==> src/rtl/rv_pkg.sv <==
// Shared RV32I front-end constants, opcode encodings and the fetch state type.
package rv_pkg;

   localparam logic [31:0] RESET_PC   = 32'h0100_0000;
   localparam logic [31:0] NOP_INSN   = 32'h0000_0013;
   localparam logic [31:0] ECALL_INSN = 32'h0000_0073;

   localparam logic [6:0] OP_BRANCH = 7'b110_0011;
   localparam logic [6:0] OP_JAL    = 7'b110_1111;
   localparam logic [6:0] OP_JALR   = 7'b110_0111;

   typedef enum logic {
      RUN    = 1'b0,
      HALTED = 1'b1
   } fetch_state_e;

   // Instructions are word aligned; the low two address bits are dropped.
   function automatic logic [31:0] align_word(input logic [31:0] addr);
      return {addr[31:2], 2'b00};
   endfunction

endpackage

==> src/rtl/fetch_stage_if.sv <==
// Fetch-side bus: instruction-memory port plus the F/D register seen by decode.
interface fetch_stage_if;
   logic [31:0] imem_addr;
   logic [31:0] imem_data;
   logic [31:0] d_pc;
   logic [31:0] d_insn;
   logic        d_valid;

   modport master (
      output imem_addr,
      input  imem_data,
      output d_pc,
      output d_insn,
      output d_valid
   );

   modport slave (
      input  imem_addr,
      output imem_data,
      input  d_pc,
      input  d_insn,
      input  d_valid
   );
endinterface

==> src/rtl/fetch_stage_fd_reg.sv <==
// F/D pipeline register: reset > flush (bubble at the new PC) > hold > load.
module fd_reg
   import rv_pkg::*;
#(
   parameter logic [31:0] RESET_PC = rv_pkg::RESET_PC,
   parameter logic [31:0] NOP_INSN = rv_pkg::NOP_INSN
) (
   input  logic        clock,
   input  logic        reset,
   input  logic        hold,
   input  logic        flush,
   input  logic [31:0] flush_pc,
   input  logic [31:0] load_pc,
   input  logic [31:0] load_insn,
   input  logic        load_valid,
   output logic [31:0] d_pc,
   output logic [31:0] d_insn,
   output logic        d_valid
);

   always_ff @(posedge clock) begin
      if (reset) begin
         d_pc    <= RESET_PC;
         d_insn  <= NOP_INSN;
         d_valid <= 1'b0;
      end else if (flush) begin
         d_pc    <= flush_pc;
         d_insn  <= NOP_INSN;
         d_valid <= 1'b0;
      end else if (!hold) begin
         d_pc    <= load_pc;
         d_insn  <= load_insn;
         d_valid <= load_valid;
      end
   end

endmodule

==> src/rtl/fetch_stage.sv <==
// RV32I fetch stage: owns the fetch PC, the RUN/HALTED machine and the event counters.
module fetch_stage
   import rv_pkg::*;
#(
   parameter logic [31:0] RESET_PC   = rv_pkg::RESET_PC,
   parameter logic [31:0] NOP_INSN   = rv_pkg::NOP_INSN,
   parameter logic [31:0] ECALL_INSN = rv_pkg::ECALL_INSN
) (
   input  logic          clock,
   input  logic          reset,
   input  logic          stall,
   input  logic          redirect,
   input  logic [31:0]   redirect_target,
   fetch_stage_if.master fbus,
   output logic          x_flush,
   output logic          halted,
   output logic          misalign_err,
   output logic [31:0]   fetch_count,
   output logic [31:0]   flush_count
);

   logic [31:0]  pc_f;
   fetch_state_e state;
   logic [31:0]  target_aligned;
   logic         is_ecall;
   logic         running;
   logic [31:0]  d_pc_w;
   logic [31:0]  d_insn_w;
   logic         d_valid_w;

   assign target_aligned = align_word(redirect_target);
   assign is_ecall       = (fbus.imem_data == ECALL_INSN);
   assign running        = (state == RUN);
   assign fbus.imem_addr = pc_f;
   assign x_flush        = redirect;

   // Priority per edge: reset > redirect > stall > normal fetch.
   always_ff @(posedge clock) begin
      if (reset) begin
         pc_f         <= RESET_PC;
         state        <= RUN;
         halted       <= 1'b0;
         misalign_err <= 1'b0;
         fetch_count  <= '0;
         flush_count  <= '0;
      end else if (redirect) begin
         pc_f        <= target_aligned;
         state       <= RUN;
         halted      <= 1'b0;
         flush_count <= flush_count + 32'd1;
         if (redirect_target[1:0] != 2'b00) begin
            misalign_err <= 1'b1;
         end
      end else if (!stall) begin
         case (state)
            RUN: begin
               fetch_count <= fetch_count + 32'd1;
               if (is_ecall) begin
                  // PC parks on the ECALL so a later redirect is the only way out.
                  state  <= HALTED;
                  halted <= 1'b1;
               end else begin
                  pc_f <= pc_f + 32'd4;
               end
            end
            HALTED: begin
               pc_f <= pc_f;
            end
            default: begin
               state  <= RUN;
               halted <= 1'b0;
            end
         endcase
      end
   end

   fd_reg #(
      .RESET_PC (RESET_PC),
      .NOP_INSN (NOP_INSN)
   ) u_fd_reg (
      .clock      (clock),
      .reset      (reset),
      .hold       (stall),
      .flush      (redirect),
      .flush_pc   (target_aligned),
      .load_pc    (pc_f),
      .load_insn  (running ? fbus.imem_data : NOP_INSN),
      .load_valid (running),
      .d_pc       (d_pc_w),
      .d_insn     (d_insn_w),
      .d_valid    (d_valid_w)
   );

   assign fbus.d_pc    = d_pc_w;
   assign fbus.d_insn  = d_insn_w;
   assign fbus.d_valid = d_valid_w;

endmodule

==> src/flat_wrapper.sv <==
// flat-port wrapper written by rule: the top's interface ports become plain ports
module fetch_stage_flat import rv_pkg::*;
#(
   parameter logic [31:0] RESET_PC   = rv_pkg::RESET_PC,
   parameter logic [31:0] NOP_INSN   = rv_pkg::NOP_INSN,
   parameter logic [31:0] ECALL_INSN = rv_pkg::ECALL_INSN
)
  (clock, reset, stall, redirect, redirect_target, x_flush, halted, misalign_err, fetch_count, flush_count, fbus_imem_addr, fbus_imem_data, fbus_d_pc, fbus_d_insn, fbus_d_valid);
  fetch_stage_if fbus_i ();
  input  logic clock;
  input  logic reset;
  input  logic stall;
  input  logic redirect;
  input  logic [31:0] redirect_target;
  output logic x_flush;
  output logic halted;
  output logic misalign_err;
  output logic [31:0] fetch_count;
  output logic [31:0] flush_count;
  output wire logic [$bits(fbus_i.imem_addr)-1:0] fbus_imem_addr;
  input wire logic [$bits(fbus_i.imem_data)-1:0] fbus_imem_data;
  output wire logic [$bits(fbus_i.d_pc)-1:0] fbus_d_pc;
  output wire logic [$bits(fbus_i.d_insn)-1:0] fbus_d_insn;
  output wire logic [$bits(fbus_i.d_valid)-1:0] fbus_d_valid;
  assign fbus_imem_addr = fbus_i.imem_addr;
  assign fbus_i.imem_data = fbus_imem_data;
  assign fbus_d_pc = fbus_i.d_pc;
  assign fbus_d_insn = fbus_i.d_insn;
  assign fbus_d_valid = fbus_i.d_valid;
  fetch_stage #(.RESET_PC(RESET_PC), .NOP_INSN(NOP_INSN), .ECALL_INSN(ECALL_INSN)) u_core (.clock(clock), .reset(reset), .stall(stall), .redirect(redirect), .redirect_target(redirect_target), .fbus(fbus_i), .x_flush(x_flush), .halted(halted), .misalign_err(misalign_err), .fetch_count(fetch_count), .flush_count(flush_count));
endmodule
==> config.mk <==
export PLATFORM = sky130hd
export DESIGN_NAME = fetch_stage_flat
export DESIGN_NICKNAME = d
export VERILOG_FILES = /design/src/rtl/rv_pkg.sv /design/src/rtl/fetch_stage_if.sv /design/src/rtl/fetch_stage_fd_reg.sv /design/src/rtl/fetch_stage.sv /design/src/flat_wrapper.sv
export SDC_FILE = /design/constraint.sdc
export NUM_CORES = 1
export LEC_CHECK = 0
export BUFFER_PORTS_ARGS = -buffer_cell sky130_fd_sc_hd__buf_2
export CAP_MARGIN = 30
export CORE_MARGIN = 3
export CORE_UTILIZATION = 35
export DETAILED_ROUTE_END_ITERATION = 10
export GPL_ROUTABILITY_DRIVEN = 1
export HOLD_SLACK_MARGIN = 0.05
export PLACE_DENSITY = 0.67
export SETUP_SLACK_MARGIN = 0.02
export SYNTH_ARGS = -nofsm -noshare
export SYNTH_HDL_FRONTEND = slang
export SYNTH_SLANG_ARGS = --single-unit
==> constraint.sdc <==
create_clock -name clock -period 6.95 [get_ports clock]
set_clock_uncertainty 0.1 [all_clocks]
set_input_delay 1.7375 -clock clock [delete_from_list [all_inputs] [get_ports clock]]
set_output_delay 1.7375 -clock clock [all_outputs]
set_load 0.03 [all_outputs]
==> results_dict.tcl <==
set metrics [dict create \
    outcome "finished clean" \
    hold_class "flip-flop to flip-flop" \
    synth.distinct_cells 54 \
    postCtsResizedCells 0 \
    critPathTopFamily "buffers and inverters" \
    synth.top_cell.area_share_pct 44.0 \
    hold_depth 2 \
    slew_headroom_pct 31.5 \
    pin_count 232 \
    startpoint_type "primary input" \
    total_leakage_power_nw 3.96 \
    p_clk_share_pct 44.1 \
    path_clk_slew_ns 0.06 \
    clk_latency_ns 0.42 \
    ys_seq_area_share_pct 44.0 \
    nNetsFinal 1114 \
    clkSinkCount 160 \
    drt_iter0_drc 299 \
    path_class "primary input to output pin" \
    port_buffers 227 \
    fin_ws_ns 2.59 \
    report.final.slew_viol_count 0 \
    synthTopCellsByArea "dfxtp_1 44%, nor2_1 5.2%, xor2_1 4.5%, mux2i_1 3.3%, a21boi_0 3.2%" \
    post_drt_wl_per_cell_um 15.6 \
    synth.avg_cell_area_um2 8.64 \
    power.internal_mw 1.59 \
    setup_viol 0 \
    gp_congestion 0.800 \
    drt_pass1_iterations 5 \
    grt_pass1_vias 6388 \
    tns_ns 0 \
    worstPathRequired_ns 5.11 \
    htreeDepth 4 \
    dp_slack_ns 2.59 \
    vias 6871 \
    hold_buffers 0 \
    pwr-share-comb_pct 10.9 \
    critPathMaxFanout 39 \
    power_density_mw_per_mm2 237 \
    cts_root_buf "clkbuf_16" \
    worstPathArrival_ns 2.52 \
    swShare_pct 27.0 \
    placed_area_mm2 0.00859 \
    max_clock_freq_mhz 230 \
    synth-seq-cells 160 \
    synth_top_cell_by_area "dfxtp_1" \
    cts_tree "yes" \
    ir_worst_vdd_v 0.000156 \
    cts_inserted_buffers 17 \
    period_minus_slack_ns 4.36 \
    drv_cap 0 \
    synth.cell_area_mm2 0.00728 \
    grt_first_pass_wirelength_um 33000 \
    crit_path_frequent_cell "buf_2" \
    final_hold_viol_count 0 \
    end_kind "output pin" \
    async_flop_share_pct 0 \
    post-route-period-util_pct 62.7 \
    tightest_slew_ns 1.02 \
    drive_gt1_share_pct 26.7 \
    rsz0062_at_grt "no" \
    num_rows 52 \
    area_growth_pct 26.3 \
    rr_worst_depth 5 \
    cp.buffers_inverters 3 \
    syn_inst 842 \
    p_switching_uw 588 \
    cts_setup_buffers 0 \
    path_depth 3 \
    start_util_pct 35.8 \
    synth_warnings 0 \
    grt.overflow.total 0 \
    path_cells "buf_2 -> buf_4 -> buf_2" \
    drt_wl_total_um 20600 \
    cts_buffer_depth 2 \
    synth-edff-count 0 \
    core_area_mm2 0.0203 \
    hpwlAfterDp_um 14700 \
    vias_per_cell 5.18 \
    grt_start_max_net_pins 73 \
    p_seq_share_pct 45.0 \
    ant_nets 0 \
    p_total_mw 2.18 \
    die_area_mm2 0.0226 \
    die_y_um 150 \
    slowest_delay_ns 0.39 \
    fp.dieW_um 150 \
    drc 0 \
    cp_slowest_cell "buf_4" \
    final_cell_area_mm2 0.00919 \
    grt_antenna_before_repair 3 \
    synth_ff_type "dfxtp_1" \
    grt_usage_pct 17.9 \
]
state kept, by name (all words and copies together) (netlist names):
name and cells:
u_core.u_fd_reg.d_insn 32, u_core.halted 1, u_core.fbus.imem_addr 30, u_core.fetch_count 32, u_core.misalign_err 1, u_core.state 1, u_core.u_fd_reg.d_valid 1, u_core.u_fd_reg.d_pc 30
u_core.flush_count 32
path summary, 6_finish.rpt:
check,start,endpoint,slack [ns]
setup / recovery,redirect,x_flush,2.59
hold reg to reg,u_core.misalign_err,u_core.misalign_err,0.34
setup reg to reg,u_core.fbus.imem_addr[7],u_core.fbus.imem_addr[21],4.47
hold / removal,u_core.misalign_err,u_core.misalign_err,0.34
power by group through the flow:
stage | Clock, mW | Sequential [mW] | Combinational, mW
final | 0.959 | 0.979 | 0.238
after global routing | 1.02 | 0.984 | 0.259
after CTS | 0.981 | 0.979 | 0.240
after detailed placement | 0 | 1.00 | 0.240
after global placement | 0 | 0.999 | 0.238
after floorplan | 0 | 1.06 | 0.0990
final cells by class:
type                    count  area [um2]
well taps                 270         338
clock inverters            11         128
fillers                  2026       11100
multi-input cells         593        3710
inverters                  36         135
repair buffers            235        1200
clock buffers              21         470
diodes                      1        2.50
flip-flops and latches    160        3200
routing by layer:
metal | global-route usage (%) | part of all wire (%) | routed length [um]
met5 | 0 | 0.10 | 21
met1 | 24.0 | 46 | 9420
met4 | 5.72 | 1.7 | 342
met3 | 3.94 | 5.9 | 1230
met2 | 28.9 | 47 | 9640
tightest hold or removal path: stages, from the launching register on:
cell and delay [ns]:
dfxtp_1 0.30, inv_1 0.04, a21oi_1 0.05
placed cells by master, fill, tap and decap left out, types with 5 or more instances in the layout:
cell type	netlist	routed
a31oi_1	6	6
and2_1	6	6
a22oi_1	29	29
a21oi_1	41	41
clkbuf_16	0	17
mux2i_1	24	24
buf_2	0	226
dfxtp_1	160	160
xnor2_1	22	22
inv_1	36	36
buf_4	5	9
nand4_1	28	28
nand3_1	33	33
nor2_1	100	99
nor4_1	23	23
nor3_1	20	20
o21ai_0	19	19
o31a_1	15	15
a21boi_0	31	31
o211ai_1	5	5
and3_1	15	15
and4_1	8	8
nand2_1	57	57
xor2_1	37	37
o2111ai_1	5	5
or3_1	12	12
mux2_2	5	5
stage by stage:
stage               util, %  instances  hold slack [ns]
floorplan                 -        845            0.427
global placement       42.3       1294            0.336
detailed placement     42.3       1294            0.338
CTS                    45.3       1326            0.346
global route           45.3       1327            0.376
finish                 45.3       1327            0.340
logic make-up (layout without fill, tap and decap cells):
kind of cell / Yosys count / after routing / share of synthesized area (%)
AND/OR/NAND/NOR: 322 / 322 / 22.6
AO/OA/AOI/OAI: 176 / 176 / 16.5
flip-flops: 160 / 160 / 44.0
buffers and inverters: 92 / 303 / 5.12
XOR/XNOR: 59 / 59 / 7.10
multiplexers: 29 / 29 / 4.08
adder cells (fa/ha/maj): 3 / 3 / 0.516
other: 1 / 5 / 0.0515
synthesized netlist by cell type, drive strengths merged, types with 2 or more instances:
| library cell | n |
|---|---|
| or2 | 3 |
| o31a | 15 |
| nand2 | 57 |
| ha | 3 |
| inv | 36 |
| nor2b | 2 |
| clkbuf | 42 |
| a31oi | 6 |
| dfxtp | 160 |
| a21oi | 41 |
| and4 | 8 |
| mux2 | 5 |
| o2111ai | 5 |
| nor3 | 21 |
| or3 | 12 |
| a22oi | 29 |
| o21a | 4 |
| xnor2 | 22 |
| a311oi | 4 |
| o31ai | 3 |
| a211oi | 4 |
| nor2 | 100 |
| nand3 | 34 |
| nor4bb | 2 |
| nand2b | 2 |
| o22ai | 3 |
| and3 | 15 |
| and2 | 6 |
| o21ai | 20 |
| nand4 | 29 |
| a21boi | 31 |
| mux2i | 24 |
| xor2 | 37 |
| or4 | 4 |
| nor4 | 25 |
| buf | 14 |
| o211ai | 5 |
| o311ai | 2 |
(Power assumes the default switching activity.)
